$ cat src/rtl/write_buffer_if.sv
// Cache-side and memory-side bus of the write-back buffer.
// The slave view belongs to the buffer. The master view belongs to whatever
// drives the cache requests and models main memory.
interface write_buffer_if #(
  parameter int PA_WIDTH  = 32,
  parameter int BLK_WIDTH = 128
);
  // cache side
  logic [PA_WIDTH-1:0]  c_addr;
  logic                 c_rd_en;
  logic                 c_wr_en;
  logic [BLK_WIDTH-1:0] c_wr_blk;
  logic [BLK_WIDTH-1:0] c_rd_blk;
  logic                 c_rdy;

  // memory side
  logic [PA_WIDTH-1:0]  m_addr;
  logic                 m_rd_en;
  logic                 m_wr_en;
  logic [BLK_WIDTH-1:0] m_wr_blk;
  logic [BLK_WIDTH-1:0] m_rd_blk;

  modport slave (
    input  c_addr, c_rd_en, c_wr_en, c_wr_blk, m_rd_blk,
    output c_rd_blk, c_rdy, m_addr, m_rd_en, m_wr_en, m_wr_blk
  );

  modport master (
    output c_addr, c_rd_en, c_wr_en, c_wr_blk, m_rd_blk,
    input  c_rd_blk, c_rdy, m_addr, m_rd_en, m_wr_en, m_wr_blk
  );
endinterface

$ cat src/rtl/write_buffer.sv
// write_buffer: a small associative FIFO of dirty blocks that sits between the
// cache's memory-side port and main memory.
// - Evictions are absorbed into the FIFO, and a write to a block that is
//   already buffered is coalesced into the existing entry.
// - A read that matches a buffered block is answered from the FIFO. A read
//   that does not match is forwarded to memory.
// - While the cache is quiet, the head entry is drained to memory, one block
//   per visit to DRAIN.
module write_buffer #(
  parameter int PA_WIDTH  = 32,
  parameter int BLK_WIDTH = 128,
  parameter int DEPTH     = 4
) (
  input  logic                   clk,
  input  logic                   rst_n,
  write_buffer_if.slave          bus,
  output logic [$clog2(DEPTH):0] count,
  output logic                   full,
  output logic                   empty
);

  localparam int OFF   = $clog2(BLK_WIDTH / 8);
  localparam int TAG_W = PA_WIDTH - OFF;
  localparam int PTR_W = $clog2(DEPTH);
  localparam int CNT_W = PTR_W + 1;

  localparam logic [CNT_W-1:0] CNT_ONE  = CNT_W'(1);
  localparam logic [CNT_W-1:0] CNT_LAST = CNT_W'(DEPTH - 1);
  localparam logic [PTR_W-1:0] PTR_ONE  = PTR_W'(1);

  typedef enum logic [2:0] {
    IDLE,
    DRAIN,
    RD,
    RD_WAIT,
    RESP
  } state_t;

  state_t state;
  state_t state_next;

  // FIFO storage. The valid bits qualify the tag match, and the pointers wrap
  // naturally because DEPTH is a power of two.
  logic [TAG_W-1:0]     tag_mem  [DEPTH];
  logic [BLK_WIDTH-1:0] data_mem [DEPTH];
  logic [DEPTH-1:0]     valid;
  logic [PTR_W-1:0]     head;
  logic [PTR_W-1:0]     tail;

  // Block address of the current request. The offset bits only matter to the
  // cache, so they are folded into a deliberately unused signal.
  logic [TAG_W-1:0] req_tag;
  logic             unused_offset;

  assign req_tag       = bus.c_addr[PA_WIDTH-1:OFF];
  assign unused_offset = ^bus.c_addr[OFF-1:0];

  // Per-cycle actions decoded by the FSM.
  logic push;
  logic pop;
  logic coalesce;
  logic load_hit;
  logic load_mem;

  // Associative lookup of the request block address.
  logic             match_any;
  logic [PTR_W-1:0] match_idx;

  // Tag compare against every valid entry. Coalescing keeps tags unique, so at
  // most one entry can match and the first match found is the only one.
  // NOTE: every always_comb output gets a default before any branch; a path that leaves one unassigned infers a latch.
  always_comb begin
    match_any = 1'b0;
    match_idx = '0;
    for (int i = 0; i < DEPTH; i++) begin
      if (!match_any && valid[i] && (tag_mem[i] == req_tag)) begin
        match_any = 1'b1;
        match_idx = PTR_W'(i);
      end
    end
  end

  // State register. A reset drops any in-flight read, so no c_rdy follows.
  // NOTE: clocked blocks use non-blocking assignments so that every register samples values from before the edge.
  always_ff @(posedge clk) begin
    if (!rst_n) begin
      state <= IDLE;
    end else begin
      state <= state_next;
    end
  end

  // Next-state and action decode. Cache requests are sampled only in IDLE.
  // A read has priority over a write. An unserved write (full buffer, no
  // match) stays pending at the cache and is retried after one drain.
  always_comb begin
    state_next = state;
    push       = 1'b0;
    pop        = 1'b0;
    coalesce   = 1'b0;
    load_hit   = 1'b0;
    load_mem   = 1'b0;
    unique case (state)
      IDLE: begin
        if (bus.c_rd_en) begin
          if (match_any) begin
            load_hit   = 1'b1;
            state_next = RESP;
          end else begin
            state_next = RD;
          end
        end else if (bus.c_wr_en) begin
          if (match_any) begin
            coalesce   = 1'b1;
            state_next = RESP;
          end else if (!full) begin
            push       = 1'b1;
            state_next = RESP;
          end else begin
            state_next = DRAIN;
          end
        end else if (!empty) begin
          state_next = DRAIN;
        end
      end
      DRAIN: begin
        pop        = 1'b1;
        state_next = IDLE;
      end
      RD: begin
        state_next = RD_WAIT;
      end
      RD_WAIT: begin
        load_mem   = 1'b1;
        state_next = RESP;
      end
      RESP: begin
        state_next = IDLE;
      end
      default: begin
        state_next = IDLE;
      end
    endcase
  end

  // Memory-port and completion outputs. These decode directly from the state,
  // so they are all zero in IDLE, and therefore also straight after reset.
  always_comb begin
    bus.m_rd_en  = (state == RD);
    bus.m_wr_en  = (state == DRAIN);
    bus.c_rdy    = (state == RESP);
    bus.m_addr   = '0;
    bus.m_wr_blk = '0;
    if (state == DRAIN) begin
      bus.m_addr   = {tag_mem[head], {OFF{1'b0}}};
      bus.m_wr_blk = data_mem[head];
    end else if (state == RD) begin
      bus.m_addr   = {req_tag, {OFF{1'b0}}};
    end
  end

  // FIFO control: valid bits, pointers, the occupancy count and its flags.
  // The flags are registered next to the count, so all three move together.
  always_ff @(posedge clk) begin
    if (!rst_n) begin
      valid <= '0;
      head  <= '0;
      tail  <= '0;
      count <= '0;
      full  <= 1'b0;
      empty <= 1'b1;
    end else if (push) begin
      valid[tail] <= 1'b1;
      tail        <= tail + PTR_ONE;
      count       <= count + CNT_ONE;
      full        <= (count == CNT_LAST);
      empty       <= 1'b0;
    end else if (pop) begin
      valid[head] <= 1'b0;
      head        <= head + PTR_ONE;
      count       <= count - CNT_ONE;
      full        <= 1'b0;
      empty       <= (count == CNT_ONE);
    end
  end

  // Entry payload. A push writes a new tag and block at the tail. A coalesce
  // overwrites only the data of the matching entry.
  // NOTE: the tag/data arrays have no reset; the valid bits alone decide whether an entry means anything.
  always_ff @(posedge clk) begin
    if (rst_n) begin
      if (push) begin
        tag_mem[tail]  <= req_tag;
        data_mem[tail] <= bus.c_wr_blk;
      end else if (coalesce) begin
        data_mem[match_idx] <= bus.c_wr_blk;
      end
    end
  end

  // Read-return register. It is loaded from the matching entry on a hit, or
  // from memory in RD_WAIT, and is held steady through RESP.
  always_ff @(posedge clk) begin
    if (!rst_n) begin
      bus.c_rd_blk <= '0;
    end else if (load_hit) begin
      bus.c_rd_blk <= data_mem[match_idx];
    end else if (load_mem) begin
      bus.c_rd_blk <= bus.m_rd_blk;
    end
  end

endmodule

$ cat src/flat_wrapper.sv
// flat-port wrapper written by rule: the top's interface ports become plain ports
module write_buffer_flat 
#(
  parameter int PA_WIDTH  = 32,
  parameter int BLK_WIDTH = 128,
  parameter int DEPTH     = 4
)
  (clk, rst_n, count, full, empty, bus_c_addr, bus_c_rd_en, bus_c_wr_en, bus_c_wr_blk, bus_m_rd_blk, bus_c_rd_blk, bus_c_rdy, bus_m_addr, bus_m_rd_en, bus_m_wr_en, bus_m_wr_blk);
  write_buffer_if #(.PA_WIDTH(PA_WIDTH), .BLK_WIDTH(BLK_WIDTH)) bus_i ();
  input  logic clk;
  input  logic rst_n;
  output logic [$clog2(DEPTH):0] count;
  output logic full;
  output logic empty;
  input wire logic [$bits(bus_i.c_addr)-1:0] bus_c_addr;
  input wire logic [$bits(bus_i.c_rd_en)-1:0] bus_c_rd_en;
  input wire logic [$bits(bus_i.c_wr_en)-1:0] bus_c_wr_en;
  input wire logic [$bits(bus_i.c_wr_blk)-1:0] bus_c_wr_blk;
  input wire logic [$bits(bus_i.m_rd_blk)-1:0] bus_m_rd_blk;
  output wire logic [$bits(bus_i.c_rd_blk)-1:0] bus_c_rd_blk;
  output wire logic [$bits(bus_i.c_rdy)-1:0] bus_c_rdy;
  output wire logic [$bits(bus_i.m_addr)-1:0] bus_m_addr;
  output wire logic [$bits(bus_i.m_rd_en)-1:0] bus_m_rd_en;
  output wire logic [$bits(bus_i.m_wr_en)-1:0] bus_m_wr_en;
  output wire logic [$bits(bus_i.m_wr_blk)-1:0] bus_m_wr_blk;
  assign bus_i.c_addr = bus_c_addr;
  assign bus_i.c_rd_en = bus_c_rd_en;
  assign bus_i.c_wr_en = bus_c_wr_en;
  assign bus_i.c_wr_blk = bus_c_wr_blk;
  assign bus_i.m_rd_blk = bus_m_rd_blk;
  assign bus_c_rd_blk = bus_i.c_rd_blk;
  assign bus_c_rdy = bus_i.c_rdy;
  assign bus_m_addr = bus_i.m_addr;
  assign bus_m_rd_en = bus_i.m_rd_en;
  assign bus_m_wr_en = bus_i.m_wr_en;
  assign bus_m_wr_blk = bus_i.m_wr_blk;
  write_buffer #(.PA_WIDTH(PA_WIDTH), .BLK_WIDTH(BLK_WIDTH), .DEPTH(DEPTH)) u_core (.clk(clk), .rst_n(rst_n), .bus(bus_i), .count(count), .full(full), .empty(empty));
endmodule
$ cat config.mk
export PLATFORM = sky130hd
export DESIGN_NAME = write_buffer_flat
export DESIGN_NICKNAME = d
export VERILOG_FILES = /design/src/rtl/write_buffer_if.sv /design/src/rtl/write_buffer.sv /design/src/flat_wrapper.sv
export SDC_FILE = /design/constraint.sdc
export NUM_CORES = 1
export LEC_CHECK = 0
export ABC_AREA = 1
export ABC_CLOCK_PERIOD_IN_PS = 9100
export CAP_MARGIN = 10
export CORE_ASPECT_RATIO = 1.1
export CORE_MARGIN = 3
export CORE_UTILIZATION = 50
export DETAILED_ROUTE_END_ITERATION = 8
export DONT_BUFFER_PORTS = 1
export PLACE_DENSITY_LB_ADDON = 0.05
export REMOVE_ABC_BUFFERS = 1
export SYNTH_ARGS = -nofsm -noshare
export SYNTH_HDL_FRONTEND = slang
export SYNTH_SLANG_ARGS = --single-unit
export TNS_END_PERCENT = 100
$ cat constraint.sdc
create_clock -name clk -period 9.1 [get_ports clk]
set_input_delay 0 -clock clk [delete_from_list [all_inputs] [get_ports clk]]
set_output_delay 0 -clock clk [all_outputs]
set_load 0.01 [all_outputs]
==> implementation parameters, run 1 <==
Parameter                              Value

STA
  Number of slew-limit violations in the final report    0
  Final count of hold timing violations    0
  Slew at the pin with the worst max-slew slack    1.21 ns
  Worst Clk Skew    0.0266 ns
  Setup TNS    0 ns
  Part of the cycle the worst path needs    0.562
  Highest clock rate    196 MHz
  Final setup vio count    0
  RSZ-0062 raised after global routing    no
  Tightest slew margin relative to the limit    0.195
  Setup ws final    3.99 ns
  Period minus WS final    5.11 ns

Drt
  Violation count after the first detailed-routing iteration    2945
  Average vias per placed instance    5.92
  Total wirelength of the detailed-routed design    123000 um
  Routed WL per cell    23.3 um
  Residual DRC    0
  Count of antenna-violating nets left after detailed routing    0
  Number of vias in the routed layout    31100
  Detailed-routing iteration count for the pre-antenna-repair pass    9

Global routing
  Gr usage total    0.306
  Wire length of the first global-routing pass    183000 um
  Antenna violations before repair    16
  Largest net degree at the start of global routing    142
  Via count of the first global-routing pass    30100
  GRT overflow    0

Layout
  Final Net Count    4530
  Fill cell instance count of the final layout    6465
  Proportion of layout cells with a drive suffix above 1    0.0473
  Area growth from synthesis to final layout    15.9%

Floorplan
  Io pins    588
  Die width    266 um
  Count of standard-cell rows    104
  Starting utilization of the core area    0.507
  Core outline area    73400 um^2
  Total die area    77700 um^2
  Vertical die dimension    292 um

Worst hold path
  Type of the tightest min-delay check    in -> reg

Status
  Outcome    finished clean

Clock network
  Clk sink count    770
  Clock tree from TritonCTS    done
  CTS resizes    0
  Clock buffers created by TritonCTS    83
  CTS Root Cell    sky130_fd_sc_hd__clkbuf_16
  Maximum buffer depth of the clock tree    3
  Clock insertion delay at the later pin of the skew report    0.63 ns
  Post-CTS setup buffers    0
  Clock-pin slew on the worst setup and hold paths    0.06 ns
  H-tree depth reported by CTS    3

Yosys
  Fraction of the yosys area taken by sequential cells    0.583
  Library cells used by synthesis    32
  Synthesized area divided by synthesized cell count    9.01 um^2
  Synthesized instance count    4127
  Synth Cell Area    37200 um^2
  Number of warnings printed during yosys synthesis    0
  Register bit total from synthesis    770

Critical path
  Sort of element at the start of the critical path    flip-flop
  Worst endpoint required time    9.65 ns
  Maximum fanout count along the critical path    138
  Sort of element at the end of the critical path    flip-flop
  Critical Path AT    5.66 ns
  Kind of critical path    reg -> reg

Pwr
  Cell leakage power    15.7 nW
  Power per standard cell area    186 nW/um^2
  Largest vdd supply drop    0.000148 V

Placement
  Routability congestion estimate    0.860
  HPWL after detailed placement    67900 um
  Place WS    3.94 ns
  Number of port buffers    0

Run
  Number of max-cap violations    0
final timing paths:
path | start | cells after the start | slack, ns | end
worst max-delay path | u_core.tag_mem[2][1] | 15 | 3.99 | u_core.bus.c_rd_blk[106]
worst min-delay path | bus_c_rd_en | 4 | 0.07 | u_core.data_mem[2][21]
worst max register to register | u_core.tag_mem[2][1] | 15 | 3.99 | u_core.bus.c_rd_blk[106]
worst min register to register | u_core.valid[3] | 2 | 0.51 | u_core.valid[3]
placed cells by master (no fill, tap or decap), types with 5 or more instances in the layout:
master | Yosys | layout
sky130_fd_sc_hd__nand3_1 | 678 | 678
sky130_fd_sc_hd__edfxtp_1 | 624 | 624
sky130_fd_sc_hd__nand2_1 | 616 | 614
sky130_fd_sc_hd__nor2_1 | 582 | 573
sky130_fd_sc_hd__o21ai_0 | 478 | 478
sky130_fd_sc_hd__a21oi_1 | 316 | 316
sky130_fd_sc_hd__dlygate4sd3_1 | 0 | 302
sky130_fd_sc_hd__dfxtp_1 | 146 | 144
sky130_fd_sc_hd__nand3b_1 | 129 | 129
sky130_fd_sc_hd__inv_1 | 98 | 96
sky130_fd_sc_hd__clkbuf_16 | 0 | 85
sky130_fd_sc_hd__buf_4 | 13 | 35
sky130_fd_sc_hd__clkbuf_1 | 191 | 29
sky130_fd_sc_hd__inv_2 | 26 | 23
sky130_fd_sc_hd__o22ai_1 | 19 | 19
sky130_fd_sc_hd__xnor2_1 | 15 | 15
sky130_fd_sc_hd__xor2_1 | 15 | 15
sky130_fd_sc_hd__clkinv_2 | 0 | 15
sky130_fd_sc_hd__diode_2 | 0 | 13
sky130_fd_sc_hd__ha_1 | 12 | 12
sky130_fd_sc_hd__clkinv_1 | 2 | 10
sky130_fd_sc_hd__nand4_1 | 10 | 10
sky130_fd_sc_hd__nor3_1 | 10 | 9
sky130_fd_sc_hd__clkbuf_8 | 0 | 8
sky130_fd_sc_hd__o211ai_1 | 6 | 6
sky130_fd_sc_hd__inv_6 | 0 | 5
sky130_fd_sc_hd__nor2_4 | 0 | 5
critical path: stages, from the launching register on:
cell and delay, ns:
sky130_fd_sc_hd__edfxtp_1 0.42, sky130_fd_sc_hd__xnor2_1 0.21, sky130_fd_sc_hd__nand2_1 0.08, sky130_fd_sc_hd__nor2_1 0.13, sky130_fd_sc_hd__nand2_1 0.07, sky130_fd_sc_hd__nor2_1 0.20, sky130_fd_sc_hd__nand2_1 0.12, sky130_fd_sc_hd__nand2_1 0.17
sky130_fd_sc_hd__nand2_8 0.43, sky130_fd_sc_hd__buf_4 0.60, sky130_fd_sc_hd__nand2_4 0.85, sky130_fd_sc_hd__buf_4 1.00, sky130_fd_sc_hd__nand2_1 0.11, sky130_fd_sc_hd__nand3_1 0.11, sky130_fd_sc_hd__nand3_1 0.22, sky130_fd_sc_hd__a21oi_1 0.20
where the power goes:
part	total, mW	switching [mW]	internal, mW
clock network	3.28	1.40	1.88
logic	0.794	0.537	0.257
registers	3.95	0.0702	3.88
total	8.03	2.01	6.02
synth_stat cells, drive strengths merged:
| cell type | n | share of area |
|---|---|---|
| nand3 | 678 | 0.091 |
| and2 | 1 | 0.00017 |
| nand3b | 129 | 0.026 |
| o21ai | 482 | 0.065 |
| nand4 | 10 | 0.0017 |
| o32ai | 1 | 0.00024 |
| a21oi | 316 | 0.043 |
| buf | 138 | 0.019 |
| mux2i | 1 | 0.00027 |
| nor4 | 2 | 0.00034 |
| conb | 1 | 0.00010 |
| o211ai | 6 | 0.0012 |
| edfxtp | 624 | 0.50 |
| clkbuf | 191 | 0.019 |
| ha | 12 | 0.0040 |
| dfxtp | 146 | 0.079 |
| o22ai | 19 | 0.0032 |
| nor2 | 582 | 0.059 |
| nand2 | 621 | 0.063 |
| xor2 | 15 | 0.0035 |
| nor3b | 1 | 0.00020 |
| inv | 124 | 0.013 |
| nor3 | 10 | 0.0013 |
| xnor2 | 15 | 0.0035 |
| clkinv | 2 | 0.00020 |
cells by family (layout without fill, tap and decap cells):
group           count (synthesis)  in the layout  synth area share
mux                             1              1          0.000269
compound gates                824            824             0.112
fa+ha+maj                      12             12           0.00404
simple gates                 2034           2034             0.243
buf+inv                       455            620            0.0511
xor+xnor                       30             30           0.00707
flops                         770            770             0.583
other cells                     1             17          0.000101
layout make-up:
| type | instances | area [um^2] | area share |
|---|---|---|---|
| clock buffer | 122 | 2350 | 0.0544 |
| tap | 954 | 1190 | 0.0277 |
| multi-input combinational | 2905 | 13700 | 0.319 |
| timing repair buffer | 340 | 3350 | 0.0778 |
| antenna | 13 | 32.5 | 0.000755 |
| sequential | 770 | 21700 | 0.503 |
| clock inverter | 32 | 273 | 0.00633 |
| inverter | 126 | 498 | 0.0116 |
per-stage QoR:
stage / hold slack (ns) / utilization / power [mW] / instance area [um^2] / instances
final: 0.0690 / 0.587 / 8.03 / 43100 / 5262
after global routing: 0.0754 / 0.587 / 8.30 / 43100 / 5257
after CTS: 0.0303 / 0.587 / 8.07 / 43100 / 5249
after detailed placement: 0.0991 / 0.510 / 4.66 / 37400 / 4792
after global placement: 0.0991 / 0.510 / 4.65 / 37400 / 4792
after floorplan: 0.0844 / - / 4.48 / 35800 / 3801
metal layers:
metal | up-vias | routed length, um | GRT usage
met1 | 15000 | 47900 | 0.379
met3 | 260 | 10100 | 0.0699
met5 | - | 55 | 0
met4 | 8 | 5210 | 0.137
met2 | 1296 | 59400 | 0.512
li1 | 14600 | - | -
sequential cells by signal, indices dropped and copies added (netlist names), named ones only:
signal / cells
u_core.full: 1
u_core.valid: 4
u_core.tail: 2
u_core.tag_mem: 112
u_core.state: 3
u_core.head: 2
u_core.bus.c_rd_blk: 128
u_core.empty: 1
u_core.count: 3
u_core.data_mem: 512
repair_timing:
item,in CTS,in global routing
setup endpoints to repair,0,0
hold buffers,303,0
hold endpoints to repair,770,0
Power figures use the tool's default switching activity.
==> run 2, diff against run 1 <==
ABC_CLOCK_PERIOD_IN_PS = 5000   (was 9100)
clock period = 5 ns   (was 9.1 ns; I/O delays follow)
==> implementation parameters, run 2 (synthesis results as in run 1) <==
Parameter                              Value

Critical path
  Cell count of the worst reg-to-reg path    16 (+1)
  Reg2Reg Setup Slack    0.44 ns (-3.54 ns)
  Sort of element at the end of the critical path    flip-flop
  Kind of critical path    reg -> reg
  Critical Path AT    5.12 ns (-0.54 ns)
  Origin of the critical flop-to-flop path    u_core.tag_mem[3][7]
  Reg2Reg Capture Point    u_core.bus.c_rd_blk[27]
  Worst endpoint required time    5.57 ns (-4.08 ns)
  Maximum fanout count along the critical path    90 (-35%)
  Sort of element at the start of the critical path    flip-flop

Layout
  Largest regs    u_core.data_mem: 512 flops, u_core.bus.c_rd_blk: 128 flops, u_core.tag_mem: 112 flops
  Final Net Count    4548 (+0.40%)
  Fill cell instance count of the final layout    6316 (-2.3%)
  Proportion of layout cells with a drive suffix above 1    0.0490 (+0.00170)
  Max reg flops    512 (unchanged)
  Most used cells in the layout excluding fill and tap cells    sky130_fd_sc_hd__nand3_1, sky130_fd_sc_hd__edfxtp_1, sky130_fd_sc_hd__nand2_1
  Non-filler instance count after layout    5273 (+0.21%)
  Final design area excluding fillers    43500 um^2 (+0.93%)
  Area taken by flip-flops and latches    21700 um^2 (unchanged)
  Leading cell type in the layout, fill and taps excluded    sky130_fd_sc_hd__nand3_1
  Final design utilization    0.593 (+0.00544)
  Multi-input gate area in the final layout    13700 um^2 (unchanged)
  Area growth from synthesis to final layout    17.0%
  Register ranked first by flip-flop count    u_core.data_mem

Global routing
  Antenna violations before repair    11 (-5)
  Via count of the first global-routing pass    30200 (+0.28%)
  Gr usage total    0.303 (-0.00313)
  Largest net degree at the start of global routing    181 (+27%)
  GRT overflow    0 (unchanged)
  Wire length of the first global-routing pass    182000 um (-0.54%)

Floorplan
  Vertical die dimension    292 um (unchanged)
  Total die area    77700 um^2 (unchanged)
  Io pins    588 (unchanged)
  Starting utilization of the core area    0.507 (unchanged)
  Count of standard-cell rows    104 (unchanged)
  Core outline area    73400 um^2 (unchanged)
  Die width    266 um (unchanged)

Worst hold path
  Launch instance of the worst min-delay path    bus_c_wr_blk[29]
  Type of the tightest min-delay check    in -> reg
  Instance count along the most critical hold path    1 (-3)
  Worst Hold Endpoint    u_core.data_mem[1][29]

Clock network
  Clk sink count    770 (unchanged)
  CTS Root Cell    sky130_fd_sc_hd__clkbuf_16
  Clock-pin slew on the worst setup and hold paths    0.06 ns (about the same)
  H-tree depth reported by CTS    3 (unchanged)
  Clock tree from TritonCTS    done
  Clock insertion delay at the later pin of the skew report    0.62 ns (about the same)
  Post-CTS setup buffers    0 (unchanged)
  Maximum buffer depth of the clock tree    3 (unchanged)
  CTS resizes    0 (unchanged)
  Clock buffers created by TritonCTS    81 (-2.4%)

Drt
  Violation count after the first detailed-routing iteration    2875 (-2.4%)
  Number of vias in the routed layout    31400 (+0.75%)
  Count of antenna-violating nets left after detailed routing    0 (unchanged)
  Average vias per placed instance    5.95 (+0.53%)
  Detailed-routing iteration count for the pre-antenna-repair pass    5 (-4)
  Residual DRC    0 (unchanged)
  Total wirelength of the detailed-routed design    121000 um (-1.1%)
  Routed WL per cell    23.0 um (-1.3%)

STA
  Period minus WS final    4.56 ns (-0.556 ns)
  Highest clock rate    219 MHz (+12%)
  Number of slew-limit violations in the final report    0 (unchanged)
  RSZ-0062 raised after global routing    no
  Final setup vio count    0 (unchanged)
  Slew at the pin with the worst max-slew slack    1.24 ns (+0.0311 ns)
  Part of the cycle the worst path needs    0.911 (+0.350)
  Tightest slew margin relative to the limit    0.175 (-0.0208)
  Worst Clk Skew    0.0285 ns (+0.00197 ns)
  Setup TNS    0 ns (unchanged)
  Final count of hold timing violations    0 (unchanged)

Placement
  Instance area after placement    37700 um^2 (+0.84%)
  Routability congestion estimate    0.867 (+0.77%)
  Post-placement cell count    4804 (+0.25%)
  HPWL after detailed placement    68600 um (+1.1%)
  Number of port buffers    0 (unchanged)

Run
  Number of max-cap violations    0 (unchanged)

Pwr
  Power per standard cell area    335 nW/um^2 (+80%)
  Cell leakage power    15.9 nW (+1.2%)
  Largest vdd supply drop    0.000286 V (+93%)

Status
  Outcome    finished clean
## run 2: worst max-delay path by stage
stage / end / slack [ns] / cells after the start / start
floorplan: u_core.data_mem[2][0] / -8.51 / 10 / u_core.tag_mem[0][17]
global placement: u_core.bus.c_rd_blk[27] / 1.15 / 15 / u_core.tag_mem[3][7]
detailed placement: u_core.bus.c_rd_blk[27] / 1.13 / 15 / u_core.tag_mem[3][7]
CTS: u_core.bus.c_rd_blk[27] / 0.59 / 16 / u_core.tag_mem[3][7]
global route: u_core.bus.c_rd_blk[27] / 0.15 / 16 / u_core.tag_mem[3][13]
finish: u_core.bus.c_rd_blk[27] / 0.44 / 16 / u_core.tag_mem[3][7]
## run 2: final cells by class
| type | count | area share |
|---|---|---|
| flip-flops and latches | 770 | 0.498 |
| multi-input cells | 2905 | 0.316 |
| repair buffers | 360 | 0.0862 |
| clock buffers | 124 | 0.0563 |
| well taps | 954 | 0.0274 |
| inverters | 126 | 0.0114 |
| clock inverters | 24 | 0.00417 |
| diodes | 10 | 0.000575 |
## run 2: per-layer routing
metal / vias to the layer above / routed length (um) / track usage
met3: 266 / 10600 / 0.0675
met1: 15100 / 46200 / 0.374
met2: 1387 / 59400 / 0.509
met4: 4 / 4990 / 0.137
met5: - / 21 / 0
li1: 14600 / - / -
## run 2: where the power goes
| part | total, mW | switching (mW) | leakage [nW] | internal, mW |
|---|---|---|---|---|
| sequential | 7.18 | 0.125 | 6.81 | 7.06 |
| clock | 5.95 | 2.47 | 1.28 | 3.48 |
| combinational | 1.46 | 0.980 | 7.82 | 0.483 |
## run 2: through the flow
step,hold WS [ns],power [mW],setup WS (ns)
after floorplan,0.0844,8.15,-8.51
after global placement,0.0991,8.48,1.15
after detailed placement,0.0991,8.49,1.13
after CTS,0.0611,14.7,0.589
after global routing,0.0906,15.1,0.155
final,0.0942,14.6,0.443
## run 2: repair_timing
item	in CTS	in global routing
endpoints found under the setup margin	0	0
hold buffers	311	0
hold endpoints to repair	770	0
## run 2: critical path, stage by stage (launching register included)
cell and delay (ns):
sky130_fd_sc_hd__edfxtp_1 0.41, sky130_fd_sc_hd__nand2_1 0.12, sky130_fd_sc_hd__nand2_1 0.05, sky130_fd_sc_hd__nor2_1 0.10, sky130_fd_sc_hd__nand2_1 0.06, sky130_fd_sc_hd__nor2_1 0.17
sky130_fd_sc_hd__nand2_1 0.18, sky130_fd_sc_hd__nor2_1 0.12, sky130_fd_sc_hd__nand2_1 0.14, sky130_fd_sc_hd__nand2_8 0.47, sky130_fd_sc_hd__buf_4 0.63, sky130_fd_sc_hd__buf_4 0.68
sky130_fd_sc_hd__nand3_1 0.16, sky130_fd_sc_hd__nand3_1 0.13, sky130_fd_sc_hd__nand3_1 0.17, sky130_fd_sc_hd__a21oi_1 0.18, sky130_fd_sc_hd__dlygate4sd3_1 0.56
